`config.mk`:
```
export PLATFORM = sky130hd
export DESIGN_NAME = multdiv_iterative
export DESIGN_NICKNAME = d
export VERILOG_FILES = /design/src/rtl/multdiv_iterative.sv
export SDC_FILE = /design/constraint.sdc
export NUM_CORES = 1
export LEC_CHECK = 0
export BUFFER_PORTS_ARGS = -buffer_cell sky130_fd_sc_hd__clkbuf_2
export CAP_MARGIN = 5
export CORE_UTILIZATION = 58
export DETAILED_ROUTE_END_ITERATION = 8
export PLACE_DENSITY_LB_ADDON = 0.15
export SLEW_MARGIN = 40
export SYNTH_ARGS = -nofsm -noshare
export SYNTH_HDL_FRONTEND = slang
export SYNTH_SLANG_ARGS = --single-unit
```
`constraint.sdc`:
```
create_clock -name clock -period 8.45 [get_ports clock]
set_input_delay 1.69 -clock clock [delete_from_list [all_inputs] [get_ports clock]]
set_output_delay 1.69 -clock clock [all_outputs]
set_load 0.005 [all_outputs]
```
`src/rtl/multdiv_iterative.sv`:
```
// Iterative signed 32-bit multiply (radix-4 Booth) / divide (non-restoring) unit.
// running stalls the pipeline; data_result/data_exception are qualified by data_resultRDY.
module multdiv_iterative #(
  parameter int unsigned MULT_ITERS = 16,
  parameter int unsigned DIV_ITERS  = 32
) (
  input  logic        clock,
  input  logic        reset,
  input  logic [31:0] data_operandA,
  input  logic [31:0] data_operandB,
  input  logic        ctrl_MULT,
  input  logic        ctrl_DIV,
  output logic [31:0] data_result,
  output logic        data_exception,
  output logic        data_resultRDY,
  output logic        running
);

  localparam int unsigned W  = 32;
  localparam int unsigned AW = W + 1;
  localparam int unsigned CW = 6;

  typedef enum logic [1:0] {IDLE, MULT, DIV, DONE} state_t;

  state_t          state, next_state;
  logic [CW-1:0]   count;
  logic [AW-1:0]   acc, mcand;
  logic [W-1:0]    q;
  logic            qm1, div_neg, div_zero, div_ovf;

  logic            start_ok, start_mult, start_div, last_mult, last_div;
  logic [W-1:0]    abs_a, abs_b;
  logic [AW+1:0]   acc_ext, m_ext, booth_sum;
  logic [AW-1:0]   mult_acc_n, div_acc_n;
  logic [W-1:0]    mult_q_n, div_q_n;
  logic            mult_qm1_n;
  logic [AW:0]     rem_shift, div_sum;
  logic [W-1:0]    result_n;
  logic            exception_n;

  // Start decode: multiply wins, starts only accepted when not iterating
  always_comb begin
    start_ok   = (state == IDLE) || (state == DONE);
    start_mult = start_ok && ctrl_MULT;
    start_div  = start_ok && !ctrl_MULT && ctrl_DIV;
    last_mult  = (state == MULT) && (count == CW'(MULT_ITERS - 1));
    last_div   = (state == DIV) && (count == CW'(DIV_ITERS - 1));
    abs_a      = data_operandA[W-1] ? W'(0) - data_operandA : data_operandA;
    abs_b      = data_operandB[W-1] ? W'(0) - data_operandB : data_operandB;
  end

  // Radix-4 Booth step; sum is two bits wider so +-2M of the most negative M cannot wrap
  always_comb begin
    acc_ext = {{2{acc[AW-1]}}, acc};
    m_ext   = {{2{mcand[AW-1]}}, mcand};
    case ({q[1:0], qm1})
      3'b001, 3'b010: booth_sum = acc_ext + m_ext;
      3'b011:         booth_sum = acc_ext + (m_ext << 1);
      3'b100:         booth_sum = acc_ext - (m_ext << 1);
      3'b101, 3'b110: booth_sum = acc_ext - m_ext;
      default:        booth_sum = acc_ext;
    endcase
    mult_acc_n = booth_sum[AW+1:2];
    mult_q_n   = {booth_sum[1:0], q[W-1:2]};
    mult_qm1_n = q[1];
  end

  // Non-restoring step on magnitudes; quotient bits are exact, only the remainder would need fixing
  always_comb begin
    rem_shift = {acc, q[W-1]};
    div_sum   = acc[AW-1] ? rem_shift + {2'b00, mcand[W-1:0]}
                          : rem_shift - {2'b00, mcand[W-1:0]};
    div_acc_n = div_sum[AW-1:0];
    div_q_n   = {q[W-2:0], ~div_sum[AW-1]};
  end

  // Final result and exception, produced on the last iteration edge
  always_comb begin
    result_n    = data_result;
    exception_n = data_exception;
    if (last_mult) begin
      result_n    = mult_q_n;
      exception_n = (mult_acc_n[W-1:0] != {W{mult_q_n[W-1]}});
    end else if (last_div) begin
      if (div_zero) begin
        result_n    = '0;
        exception_n = 1'b1;
      end else if (div_ovf) begin
        result_n    = 32'h8000_0000;
        exception_n = 1'b1;
      end else begin
        result_n    = div_neg ? W'(0) - div_q_n : div_q_n;
        exception_n = 1'b0;
      end
    end
  end

  always_ff @(posedge clock or posedge reset) begin
    if (reset) state <= IDLE;
    else       state <= next_state;
  end

  always_comb begin
    next_state = state;
    case (state)
      IDLE, DONE: begin
        if (start_mult)     next_state = MULT;
        else if (start_div) next_state = DIV;
        else                next_state = IDLE;
      end
      MULT:    if (last_mult) next_state = DONE;
      DIV:     if (last_div)  next_state = DONE;
      default: next_state = IDLE;
    endcase
  end

  // Datapath registers and registered outputs
  always_ff @(posedge clock or posedge reset) begin
    if (reset) begin
      count          <= '0;
      acc            <= '0;
      mcand          <= '0;
      q              <= '0;
      qm1            <= 1'b0;
      div_neg        <= 1'b0;
      div_zero       <= 1'b0;
      div_ovf        <= 1'b0;
      data_result    <= '0;
      data_exception <= 1'b0;
      data_resultRDY <= 1'b0;
      running        <= 1'b0;
    end else begin
      count          <= (state == MULT || state == DIV) ? count + CW'(1) : '0;
      data_result    <= result_n;
      data_exception <= exception_n;
      data_resultRDY <= (next_state == DONE);
      running        <= (next_state == MULT) || (next_state == DIV);
      if (start_mult) begin
        acc   <= '0;
        mcand <= {data_operandA[W-1], data_operandA};
        q     <= data_operandB;
        qm1   <= 1'b0;
      end else if (start_div) begin
        acc      <= '0;
        mcand    <= {1'b0, abs_b};
        q        <= abs_a;
        qm1      <= 1'b0;
        div_neg  <= data_operandA[W-1] ^ data_operandB[W-1];
        div_zero <= (data_operandB == '0);
        div_ovf  <= (data_operandA == 32'h8000_0000) && (data_operandB == 32'hFFFF_FFFF);
      end else if (state == MULT) begin
        acc <= mult_acc_n;
        q   <= mult_q_n;
        qm1 <= mult_qm1_n;
      end else if (state == DIV) begin
        acc <= div_acc_n;
        q   <= div_q_n;
      end
    end
  end

endmodule

```
# Word-level counts from Yosys, hierarchy flattened
# Cells that the tools add are included.
# classes
reduce_logical	21
n_lt_le_gt_ge	0
bitwise	3
n_shift	0
eq_ne	18
n_mux	32
n_mul	0
n_div	0
addsub	10
# op_table
op	n
$mux W32	11
$mux W33	7
$pmux W35 S4	1
$sub A1 B32 Y32 const A	3
$eq A32 B32 Y1 const B	2
$add A33 B34 Y35	1
$sub A33 B34 Y35	1
$add A33 B33 Y34	1
$sub A33 B33 Y34	1
$add A33 B32 Y33	1
$sub A33 B32 Y33	1
$logic_not A32 Y1	1
$ne A32 B32 Y1	1
$eq A3 B3 Y1 const B	3
$eq A2 B2 Y1 const B	4
$mux W2	4
$mux W1	7
$ne A7 B3 Y1 const B	1
$add A6 B1 Y6 const B	1
$eq A3 B2 Y1 const B	2
$eq A6 B4 Y1 const B	1
$eq A6 B5 Y1 const B	1
$logic_and A1 B1 Y1	6
$mux W6	1
13 further kinds	21
# word_totals
memories	0
regBits	145
mem_bits_ro	0
output_inout_bits	35
inputBits	68
ramBits	0
latch_bits	0

# Logic depth before layout (Yosys ltp)
# Gate-level depths: netlist (run 1).
# logic_depth
depth_word	9
mapped_depth	26
mapped_depth_nobuf	25

# Least setup slack after synthesis (run 1)
# OpenSTA, ideal clock, no wires.
# synth_timing
path_kind	register to register
from	register mcand[2]
to	register data_result[26]
t_arrival_ps	5744
synth_period_minus_slack_ps	5877
stages_incl_launch_ff	27
path_slack_ps	2573
n_path_buf	1
path_cell_list	dfrtp_1 -> nor3_1 -> nand4_1 -> or3_1 -> nor3_1 -> nand2_1 -> nor4_1 -> nor2_1 -> xnor2_1 -> ha_1 -> clkbuf_1 -> a21o_1 -> a21o_1 -> a211oi_1 -> o21ai_0 -> a21oi_1 -> nand2_1 -> a211oi_1 -> a211oi_2 -> inv_1 -> ha_1 -> nand3_1 -> or3_4 -> or4_4 -> o41ai_1 -> xor2_1 -> o21ai_0
# synth_between
elab_chain_cells	9
word_cells_on_any_way	10
classes_between	3 x add/sub; 6 x mux; 1 x bitwise
# synth_rtl
item	line_no	rtl
start: declaration	27	logic [AW-1:0] acc, mcand;
start signal: assignment	140	mcand <= {data_operandA[W-1], data_operandA};
start signal: assignment	145	mcand <= {1'b0, abs_b};
$sub A33 B32 Y33 / $add A33 B32 Y33 (equally long branches)	72, 71	
$mux W33 *	71	div_sum = acc[AW-1] ? rem_shift + {2'b00, mcand[W-1:0]}
$not A1 Y1 *	74	div_q_n = {q[W-2:0], ~div_sum[AW-1]};
$sub A1 B32 Y32 *	92	result_n = div_neg ? W'(0) - div_q_n : div_q_n;
$mux W32 *	92	
$mux W32 *	88	end else if (div_ovf) begin
$mux W32 *	85	if (div_zero) begin
$mux W32 *	84	end else if (last_div) begin
$mux W32 *	81	if (last_mult) begin
end signal: assignment	134	data_result <= result_n;
end: declaration	13	output logic [31:0] data_result,
# Every way passes the cells marked *; elsewhere a longest branch is shown, timed or not. The select of a mux whose other input is x is not followed.
# A chain may end at the register's enable or synchronous reset.

# Worst setup path after layout (run 1)
# Ends and elaborated chain as after synthesis.

==> results_tabular.tex, run 1 <==
\begin{tabular}{lr}
\hline
Metric & Value \\
\hline
\multicolumn{2}{l}{\textbf{Run status}} \\
\quad Status & finished clean \\
\multicolumn{2}{l}{\textbf{Synth}} \\
\quad Post-Synthesis Net Count & 2616 \\
\quad Number of distinct library cell variants in the gate-level netlist after synthesis & 107 \\
\quad Area share of the leading cell type in the synthesized netlist & 0.197 \\
\quad Largest area contributor in the netlist & sky130\_fd\_sc\_hd\_\_dfrtp\_1 \\
\quad Number of flops mapped to enable cells by yosys & 0 \\
\quad Top flip-flop cell by instance count after synthesis & sky130\_fd\_sc\_hd\_\_dfrtp\_1 \\
\quad Instance count of the mapped netlist & about 2400 \\
\quad Mapped Area & around 18000 µm² \\
\quad Number of flip-flops and latches in the synthesized netlist & 145 \\
\quad Dominant cells by area after synthesis & sky130\_fd\_sc\_hd\_\_dfrtp\_1 20\%, sky130\_fd\_sc\_hd\_\_ha\_1 9.5\%, sky130\_fd\_sc\_hd\_\_xnor2\_1 7.0\%, sky130\_fd\_sc\_hd\_\_o21ai\_0 5.6\%, sky130\_fd\_sc\_hd\_\_a21oi\_1 5.1\% \\
\quad Syn\_area\_per\_cell & 7.66 µm² \\
\quad Warnings, synthesis & 0 \\
\quad Async SR Flop Fraction & 1.00 \\
\quad Proportion of synthesized chip area in sequential cells & 0.197 \\
\multicolumn{2}{l}{\textbf{Floorplan}} \\
\quad IO Pins & 103 \\
\quad Die Outline Area & around 32000 µm² \\
\quad Floorplan core area & 30900 µm² \\
\quad Height of the die & 180 µm \\
\quad DIE WIDTH & 180 µm \\
\quad Count of standard-cell rows & 64 \\
\quad Initial Utilization & 0.596 \\
\multicolumn{2}{l}{\textbf{STA}} \\
\quad Count of endpoints failing setup in the final report & 0 \\
\quad Max-slew headroom at the worst pin & 0.380 \\
\quad Final-report max-slew violation count & 0 \\
\quad Peak clock frequency supported by timing & $\sim$140 MHz \\
\quad Final critical-path required period & 7040 ps \\
\quad Final setup TNS & 0 ps \\
\quad Largest clock skew in the final design & 9.48 ps \\
\quad Tightest Pin Transition & 930 ps \\
\quad RSZ-0062 raised after global routing & no \\
\quad Fraction of the cycle the final worst path needs & 0.833 \\
\quad Hold Fails Final Rpt & 0 \\
\multicolumn{2}{l}{\textbf{Finish}} \\
\quad Number of standard cells in the layout, taps in and fillers out & around 2800 \\
\quad Layout cells sized above 1 & 0.0962 \\
\quad Synthesis-to-finish area growth & 6.10\% \\
\quad Net count, final & 2610 \\
\quad Antenna diode count & 0 \\
\multicolumn{2}{l}{\textbf{Clock network}} \\
\quad Clock tree from TritonCTS & yes \\
\quad Clock sinks & 145 \\
\quad Total of hold buffers inserted after clock tree synthesis & 0 \\
\quad Clk buf depth & 2 \\
\quad Clock-pin slew of the registers on the worst-case setup and hold paths & 60 ps \\
\quad Clock latency on the worst-skew pair & 430 ps \\
\quad Clock Tree Root & sky130\_fd\_sc\_hd\_\_clkbuf\_16 \\
\quad Gates resized, CTS repair & 0 \\
\quad Clock buffers created by TritonCTS & 17 \\
\quad H-tree level count & 4 \\
\quad Setup fix buffers added after clock tree synthesis & 0 \\
\multicolumn{2}{l}{\textbf{Min path}} \\
\quad Number of cells on the worst hold path & 1 \\
\quad Worst min path class & register to register \\
\multicolumn{2}{l}{\textbf{Placed design}} \\
\quad DP HPWL & roughly 50 mm \\
\quad Final estimated routing congestion in global placement & a little over 1 \\
\quad Number of buffer cells added on primary ports & 102 \\
\quad Placed Cells & 2775 \\
\multicolumn{2}{l}{\textbf{Drt}} \\
\quad Average via count per standard cell & 6.95 \\
\quad Initial DRC count & 2524 \\
\quad Vias & 19500 \\
\quad Post-route DRC violation count & 0 \\
\quad Total Routed Length & 65.5 mm \\
\quad WL per Instance & around 23 µm \\
\quad Number of iterations in the first detailed-routing pass & 6 \\
\quad Final ANT Viol Nets & 0 \\
\multicolumn{2}{l}{\textbf{Worst setup path}} \\
\quad Sort of element at the start of the critical path & register \\
\quad Required time of the critical path & 8730 ps \\
\quad Max stage delay on crit path & 550 ps \\
\quad Worst path bufs/invs & 1 \\
\quad Worst-path fanout max & 9 \\
\quad Type of element capturing the critical path & register \\
\quad WP data arrival & between 7000 and 8000 ps \\
\quad Slowest CP cell & sky130\_fd\_sc\_hd\_\_nor3\_1 \\
\quad Top cell family by delay on the critical path & simple AND/OR/NAND/NOR gates \\
\quad Number of cell instances on the worst register-to-register path & 25 \\
\quad Crit Path Category & register to register \\
\quad Total stage count of the critical path & 25 \\
\multicolumn{2}{l}{\textbf{GRT}} \\
\quad Number of antenna violations at the first check in global routing & 0 \\
\quad Number of global-route vias before repair & 18200 \\
\quad GRT Max-Usage Layer & met2 \\
\quad Wire length of the first global-routing pass & 103 mm \\
\quad Global routing met1 resource utilization & 0.553 \\
\quad Met3 track demand over resource in global routing & 0.0786 \\
\quad GRT overflow & 0 \\
\quad Met2 usage in global routing & 0.609 \\
\quad Maximum number of pins on one net before global-route repair & 91 \\
\quad Gr usage total & 0.397 \\
\multicolumn{2}{l}{\textbf{Run}} \\
\quad \# Max-Cap Violations & 0 \\
\hline
\end{tabular}
synth_stat cells, types with 13 or more instances:
cell type                    n
sky130_fd_sc_hd__nor4_1     22
sky130_fd_sc_hd__and2_1     13
sky130_fd_sc_hd__nor3_1     49
sky130_fd_sc_hd__o21bai_1   22
sky130_fd_sc_hd__inv_1     102
sky130_fd_sc_hd__nor2_1    205
sky130_fd_sc_hd__xnor2_1   148
sky130_fd_sc_hd__o21a_1     14
sky130_fd_sc_hd__a31oi_1    16
sky130_fd_sc_hd__nand4_1    32
sky130_fd_sc_hd__o211ai_1   18
sky130_fd_sc_hd__nand2b_1   21
sky130_fd_sc_hd__nand2_1   186
sky130_fd_sc_hd__xor2_1     86
sky130_fd_sc_hd__clkbuf_1  111
sky130_fd_sc_hd__or4_1      25
sky130_fd_sc_hd__or3_1      26
sky130_fd_sc_hd__o21ai_0   205
sky130_fd_sc_hd__ha_1      140
sky130_fd_sc_hd__mux2i_1    52
sky130_fd_sc_hd__o31ai_1    55
sky130_fd_sc_hd__a211oi_1   48
sky130_fd_sc_hd__nor2b_1    19
sky130_fd_sc_hd__dfrtp_1   145
sky130_fd_sc_hd__nand3_1    37
sky130_fd_sc_hd__o21ai_1    19
sky130_fd_sc_hd__a21oi_1   188
sky130_fd_sc_hd__a22oi_1    72
sky130_fd_sc_hd__o41ai_1    15
sky130_fd_sc_hd__and3_1     22
sky130_fd_sc_hd__a21o_1     45
worst reg2reg max path, cell delays in order, from the launching register on:
cell and delay (ps):
sky130_fd_sc_hd__dfrtp_1 470, sky130_fd_sc_hd__nor3_1 550, sky130_fd_sc_hd__nand4_1 310, sky130_fd_sc_hd__or3_1 470, sky130_fd_sc_hd__nor3_1 490, sky130_fd_sc_hd__nand2_1 150
sky130_fd_sc_hd__nor4_1 270, sky130_fd_sc_hd__nor2_1 90, sky130_fd_sc_hd__xnor2_1 140, sky130_fd_sc_hd__ha_1 380, sky130_fd_sc_hd__a21o_1 210, sky130_fd_sc_hd__a21o_1 170
sky130_fd_sc_hd__a211oi_1 280, sky130_fd_sc_hd__o21ai_0 120, sky130_fd_sc_hd__a21oi_1 240, sky130_fd_sc_hd__nand2_1 80, sky130_fd_sc_hd__a211oi_1 270, sky130_fd_sc_hd__a211oi_2 160
sky130_fd_sc_hd__inv_1 130, sky130_fd_sc_hd__ha_1 200, sky130_fd_sc_hd__nand3_1 210, sky130_fd_sc_hd__or3_4 440, sky130_fd_sc_hd__or4_4 460, sky130_fd_sc_hd__o41ai_1 330
sky130_fd_sc_hd__xor2_1 180, sky130_fd_sc_hd__o21ai_0 90
flip-flops by register name, indices dropped and copies added, names as in the netlist:
| signal | cells |
|---|---|
| acc | 33 |
| mcand | 33 |
| data_result | 32 |
| q | 32 |
| count | 6 |
| state | 2 |
| data_exception | 1 |
| data_resultRDY | 1 |
| div_neg | 1 |
| div_ovf | 1 |
| div_zero | 1 |
| qm1 | 1 |
| running | 1 |
final cells by class:
class	count	area (µm²)
Multi-Input combinational cell	2008	13800
Fill cell	2778	11400
Sequential cell	145	3630
Timing Repair Buffer	122	664
Tap cell	396	495
Clock buffer	19	453
Inverter	104	398
Clock inverter	13	138
metal layers:
metal / vias up / wire (µm)
met5: - / 0
met4: 0 / 2080
met3: 144 / 7540
met2: 1269 / 28200
met1: 9232 / 27700
li1: 8875 / -
stage by stage:
stage	hold slack [ps]	setup WS, ps	utilization	area (µm²)
6_report	460	1410	0.632	19500
3_3_place_gp	439	1740	0.612	18900
4_1_cts	463	1490	0.632	19500
5_1_grt	487	774	0.632	19500
2_1_floorplan	425	2570	-	18400
3_5_place_dp	450	1580	0.613	18900
layout by cell type (no fill, tap or decap), types with 8 or more instances in the layout:
cell                          n
sky130_fd_sc_hd__o21ai_1     20
sky130_fd_sc_hd__mux2i_1     52
sky130_fd_sc_hd__o31a_1       8
sky130_fd_sc_hd__nor2b_1     18
sky130_fd_sc_hd__buf_4       19
sky130_fd_sc_hd__or3_1       25
sky130_fd_sc_hd__nor4_1      22
sky130_fd_sc_hd__nand3_1     37
sky130_fd_sc_hd__a21o_1      45
sky130_fd_sc_hd__nor2_1     203
sky130_fd_sc_hd__nand2_1    185
sky130_fd_sc_hd__a31oi_1     15
sky130_fd_sc_hd__o22ai_1     11
sky130_fd_sc_hd__o31ai_1     55
sky130_fd_sc_hd__and3_1      22
sky130_fd_sc_hd__o41ai_1     15
sky130_fd_sc_hd__xor2_1      86
sky130_fd_sc_hd__ha_1       139
sky130_fd_sc_hd__a211oi_1    48
sky130_fd_sc_hd__o21ai_0    204
sky130_fd_sc_hd__o211ai_1    18
sky130_fd_sc_hd__dfrtp_1    143
sky130_fd_sc_hd__a221o_1      8
sky130_fd_sc_hd__xnor2_1    148
sky130_fd_sc_hd__a21oi_1    187
sky130_fd_sc_hd__o221ai_1    10
sky130_fd_sc_hd__and2_1      12
sky130_fd_sc_hd__nand2b_1    21
sky130_fd_sc_hd__a22oi_1     72
sky130_fd_sc_hd__nand3b_1     9
sky130_fd_sc_hd__nand4_1     32
sky130_fd_sc_hd__o21a_1      14
sky130_fd_sc_hd__nor3_1      49
sky130_fd_sc_hd__inv_1      101
sky130_fd_sc_hd__or4_1       25
sky130_fd_sc_hd__a221oi_1    11
sky130_fd_sc_hd__o21bai_1    22
sky130_fd_sc_hd__clkbuf_2   102
sky130_fd_sc_hd__clkbuf_16   17
worst paths after layout:
check | from | to | slack, ps
worst min-delay path | count[0]$_DFF_PP0_ | count[0]$_DFF_PP0_ | 460
worst max register to register | mcand[2]$_DFFE_PP0P_ | data_result[26]$_DFFE_PP0P_ | 1410
worst max-delay path | mcand[2]$_DFFE_PP0P_ | data_result[26]$_DFFE_PP0P_ | 1410
worst min register to register | count[0]$_DFF_PP0_ | count[0]$_DFF_PP0_ | 460
min in group asynchronous | reset | q[3]$_DFFE_PP0P_ | 1310
max in group asynchronous | reset | div_neg$_DFFE_PP0P_ | 5910
cell families after synthesis:
group	share of synthesized area
AO/OA/AOI/OAI	0.304
XOR/XNOR	0.111
adder cells (fa/ha/maj)	0.102
buffers and inverters	0.0587
flip-flops	0.197
multiplexers	0.0325
AND/OR/NAND/NOR	0.194
Power of run 1 is not shown: default switching activity piles up to over one toggle a cycle in this logic, so the estimate is an artifact.
==> inputs of run 2 (changes only) <==
clock period = 5.9 ns   (was 8.45 ns; I/O delays follow)
==> results_tabular.tex, run 2 (synthesis gave the netlist of run 1 again) <==
\begin{tabular}{lr}
\hline
Metric & Value \\
\hline
\multicolumn{2}{l}{\textbf{Run status}} \\
\quad Status & finished clean \\
\multicolumn{2}{l}{\textbf{Drt}} \\
\quad Post-route DRC violation count & 0 \\
\quad Initial DRC count & 2209 \\
\quad Average via count per standard cell & a little under 7 \\
\quad Number of iterations in the first detailed-routing pass & 6 \\
\quad Final ANT Viol Nets & 0 \\
\quad Total Routed Length & 67.3 mm \\
\quad Vias & 19800 \\
\quad WL per Instance & 23.4 µm \\
\multicolumn{2}{l}{\textbf{Worst setup path}} \\
\quad Type of element capturing the critical path & register \\
\quad Crit Path Category & register to register \\
\quad Sort of element at the start of the critical path & register \\
\quad Worst-path fanout max & 5 \\
\quad WP data arrival & roughly 6100 ps \\
\quad Required time of the critical path & 6200 ps \\
\quad Reg2Reg Launch Point & mcand[13]\$\_DFFE\_PP0P\_ \\
\quad Start point of the critical path & mcand[13]\$\_DFFE\_PP0P\_ \\
\multicolumn{2}{l}{\textbf{GRT}} \\
\quad Wire length of the first global-routing pass & 104 mm \\
\quad Gr usage total & 0.404 \\
\quad Number of global-route vias before repair & 18400 \\
\quad Number of antenna violations at the first check in global routing & 0 \\
\quad Maximum number of pins on one net before global-route repair & between 90 and 100 \\
\quad GRT overflow & 0 \\
\multicolumn{2}{l}{\textbf{Clock network}} \\
\quad Clock sinks & approximately 150 \\
\quad Clock-pin slew of the registers on the worst-case setup and hold paths & 60 ps \\
\quad Clock buffers created by TritonCTS & 17 \\
\quad Clock Tree Root & sky130\_fd\_sc\_hd\_\_clkbuf\_16 \\
\quad Clk buf depth & 2 \\
\quad Clock latency on the worst-skew pair & 440 ps \\
\quad Clock tree from TritonCTS & yes \\
\quad Total of hold buffers inserted after clock tree synthesis & 0 \\
\quad H-tree level count & 4 \\
\multicolumn{2}{l}{\textbf{Finish}} \\
\quad Number of standard cells in the layout, taps in and fillers out & 2880 \\
\quad Registers with the most flip-flops & acc x33, mcand x33 \\
\quad Antenna diode count & 0 \\
\quad Post-route design area & 20200 µm² \\
\quad Net count, final & 2683 \\
\quad Layout cells sized above 1 & 0.128 \\
\quad Leading cell type in the layout, fill and taps excluded & sky130\_fd\_sc\_hd\_\_nor2\_1 \\
\quad Commonest cells after routing, fill and taps aside & 203 x sky130\_fd\_sc\_hd\_\_nor2\_1, 200 x sky130\_fd\_sc\_hd\_\_o21ai\_0, 187 x sky130\_fd\_sc\_hd\_\_a21oi\_1, 184 x sky130\_fd\_sc\_hd\_\_nand2\_1, 148 x sky130\_fd\_sc\_hd\_\_xnor2\_1 \\
\quad Number of filler cells placed in the layout & 2663 \\
\quad Synthesis-to-finish area growth & 9.87\% \\
\multicolumn{2}{l}{\textbf{STA}} \\
\quad RSZ-0062 raised after global routing & yes \\
\quad Peak clock frequency supported by timing & 174 MHz \\
\quad Max-slew headroom at the worst pin & 0.450 \\
\quad Fraction of the cycle the final worst path needs & 0.975 \\
\quad Final-report max-slew violation count & 0 \\
\quad Count of endpoints failing setup in the final report & 0 \\
\quad Final critical-path required period & $\sim$5800 ps \\
\quad Worst Slack Setup Final & 147 ps \\
\quad Final Hold Slack & 503 ps \\
\quad Largest clock skew in the final design & 11.6 ps \\
\quad Hold Fails Final Rpt & 0 \\
\quad Tightest Pin Transition & 817 ps \\
\multicolumn{2}{l}{\textbf{Floorplan}} \\
\quad Die Outline Area & 32500 µm² \\
\quad IO Pins & roughly 100 \\
\quad Count of standard-cell rows & 64 \\
\quad Floorplan core area & between 30000 and 40000 µm² \\
\quad Initial Utilization & 0.596 \\
\quad DIE WIDTH & 180 µm \\
\quad Height of the die & $\sim$180 µm \\
\multicolumn{2}{l}{\textbf{Min path}} \\
\quad Worst min path class & register to register \\
\quad Worst hold start & count[0]\$\_DFF\_PP0\_ \\
\multicolumn{2}{l}{\textbf{Placed design}} \\
\quad Placed Area & approximately 19000 µm² \\
\quad Post-Place Setup Slack & 12.5 ps \\
\quad Placed Cells & between 2000 and 3000 \\
\quad Number of buffer cells added on primary ports & 102 \\
\quad DP HPWL & 51.5 mm \\
\quad Final estimated routing congestion in global placement & slightly above 1 \\
\multicolumn{2}{l}{\textbf{Run}} \\
\quad \# Max-Cap Violations & 0 \\
\hline
\end{tabular}
[run 2: cell type report]
class,count,area [µm²],share of cell area
Clock buffer,21,470,0.0233
Multi-Input combinational cell,2008,13900,0.686
Clock inverter,11,153,0.00755
Sequential cell,145,3630,0.179
Tap cell,396,495,0.0245
Inverter,104,395,0.0195
Timing Repair Buffer,195,1220,0.0601
[run 2: final timing paths]
path	cells past startpoint	slack (ps)	endpoint
min	1	500	count[0]$_DFF_PP0_
min in group asynchronous	2	820	running$_DFF_PP0_
max in group asynchronous	3	4020	q[1]$_DFFE_PP0P_
max	25	150	data_result[26]$_DFFE_PP0P_
min reg2reg	1	500	count[0]$_DFF_PP0_
max reg2reg	25	150	data_result[26]$_DFFE_PP0P_
[run 2: routing by layer]
metal | track usage | vias to the layer above | wire length, µm
li1 | - | 9016 | -
met1 | 0.564 | 9408 | 28700
met2 | 0.611 | 1173 | 28600
met3 | 0.0703 | 173 | 7190
met4 | 0.175 | 0 | 2780
met5 | 0 | - | 0
[run 2: through the flow]
step,TNS (ps),utilization
after global placement,0,0.629
after global routing,-141,0.655
after CTS,0,0.650
after floorplan,0,-
final,0,0.655
after detailed placement,0,0.629
[run 2: worst max-delay path, stage by stage (launching register included)]
cell and delay, ps:
sky130_fd_sc_hd__dfrtp_1 380, sky130_fd_sc_hd__or4_4 540, sky130_fd_sc_hd__or3_4 390, sky130_fd_sc_hd__nor3_2 120
sky130_fd_sc_hd__buf_4 180, sky130_fd_sc_hd__nand2_4 60, sky130_fd_sc_hd__nor4_4 250, sky130_fd_sc_hd__nor2_1 80
sky130_fd_sc_hd__xnor2_1 140, sky130_fd_sc_hd__ha_1 300, sky130_fd_sc_hd__a21o_1 180, sky130_fd_sc_hd__a21o_1 180
sky130_fd_sc_hd__a211oi_2 250, sky130_fd_sc_hd__o21ai_1 110, sky130_fd_sc_hd__a21oi_2 170, sky130_fd_sc_hd__nand2_1 80
sky130_fd_sc_hd__a211oi_2 250, sky130_fd_sc_hd__a211oi_2 60, sky130_fd_sc_hd__inv_1 120, sky130_fd_sc_hd__ha_2 200
sky130_fd_sc_hd__nand3_2 80, sky130_fd_sc_hd__or3_4 360, sky130_fd_sc_hd__or4_4 550, sky130_fd_sc_hd__o41ai_4 310
sky130_fd_sc_hd__xor2_1 180, sky130_fd_sc_hd__o21ai_1 80
[run 2: timing repair]
action                     4_1_cts  5_1_grt
resized for setup                3       22
setup endpoints to repair        2        4
gates cloned                     0        0
buffers inserted                 0        4
hold endpoints to repair         0        0
pin swaps                        0        8
Power of run 2 is left out for the same reason.
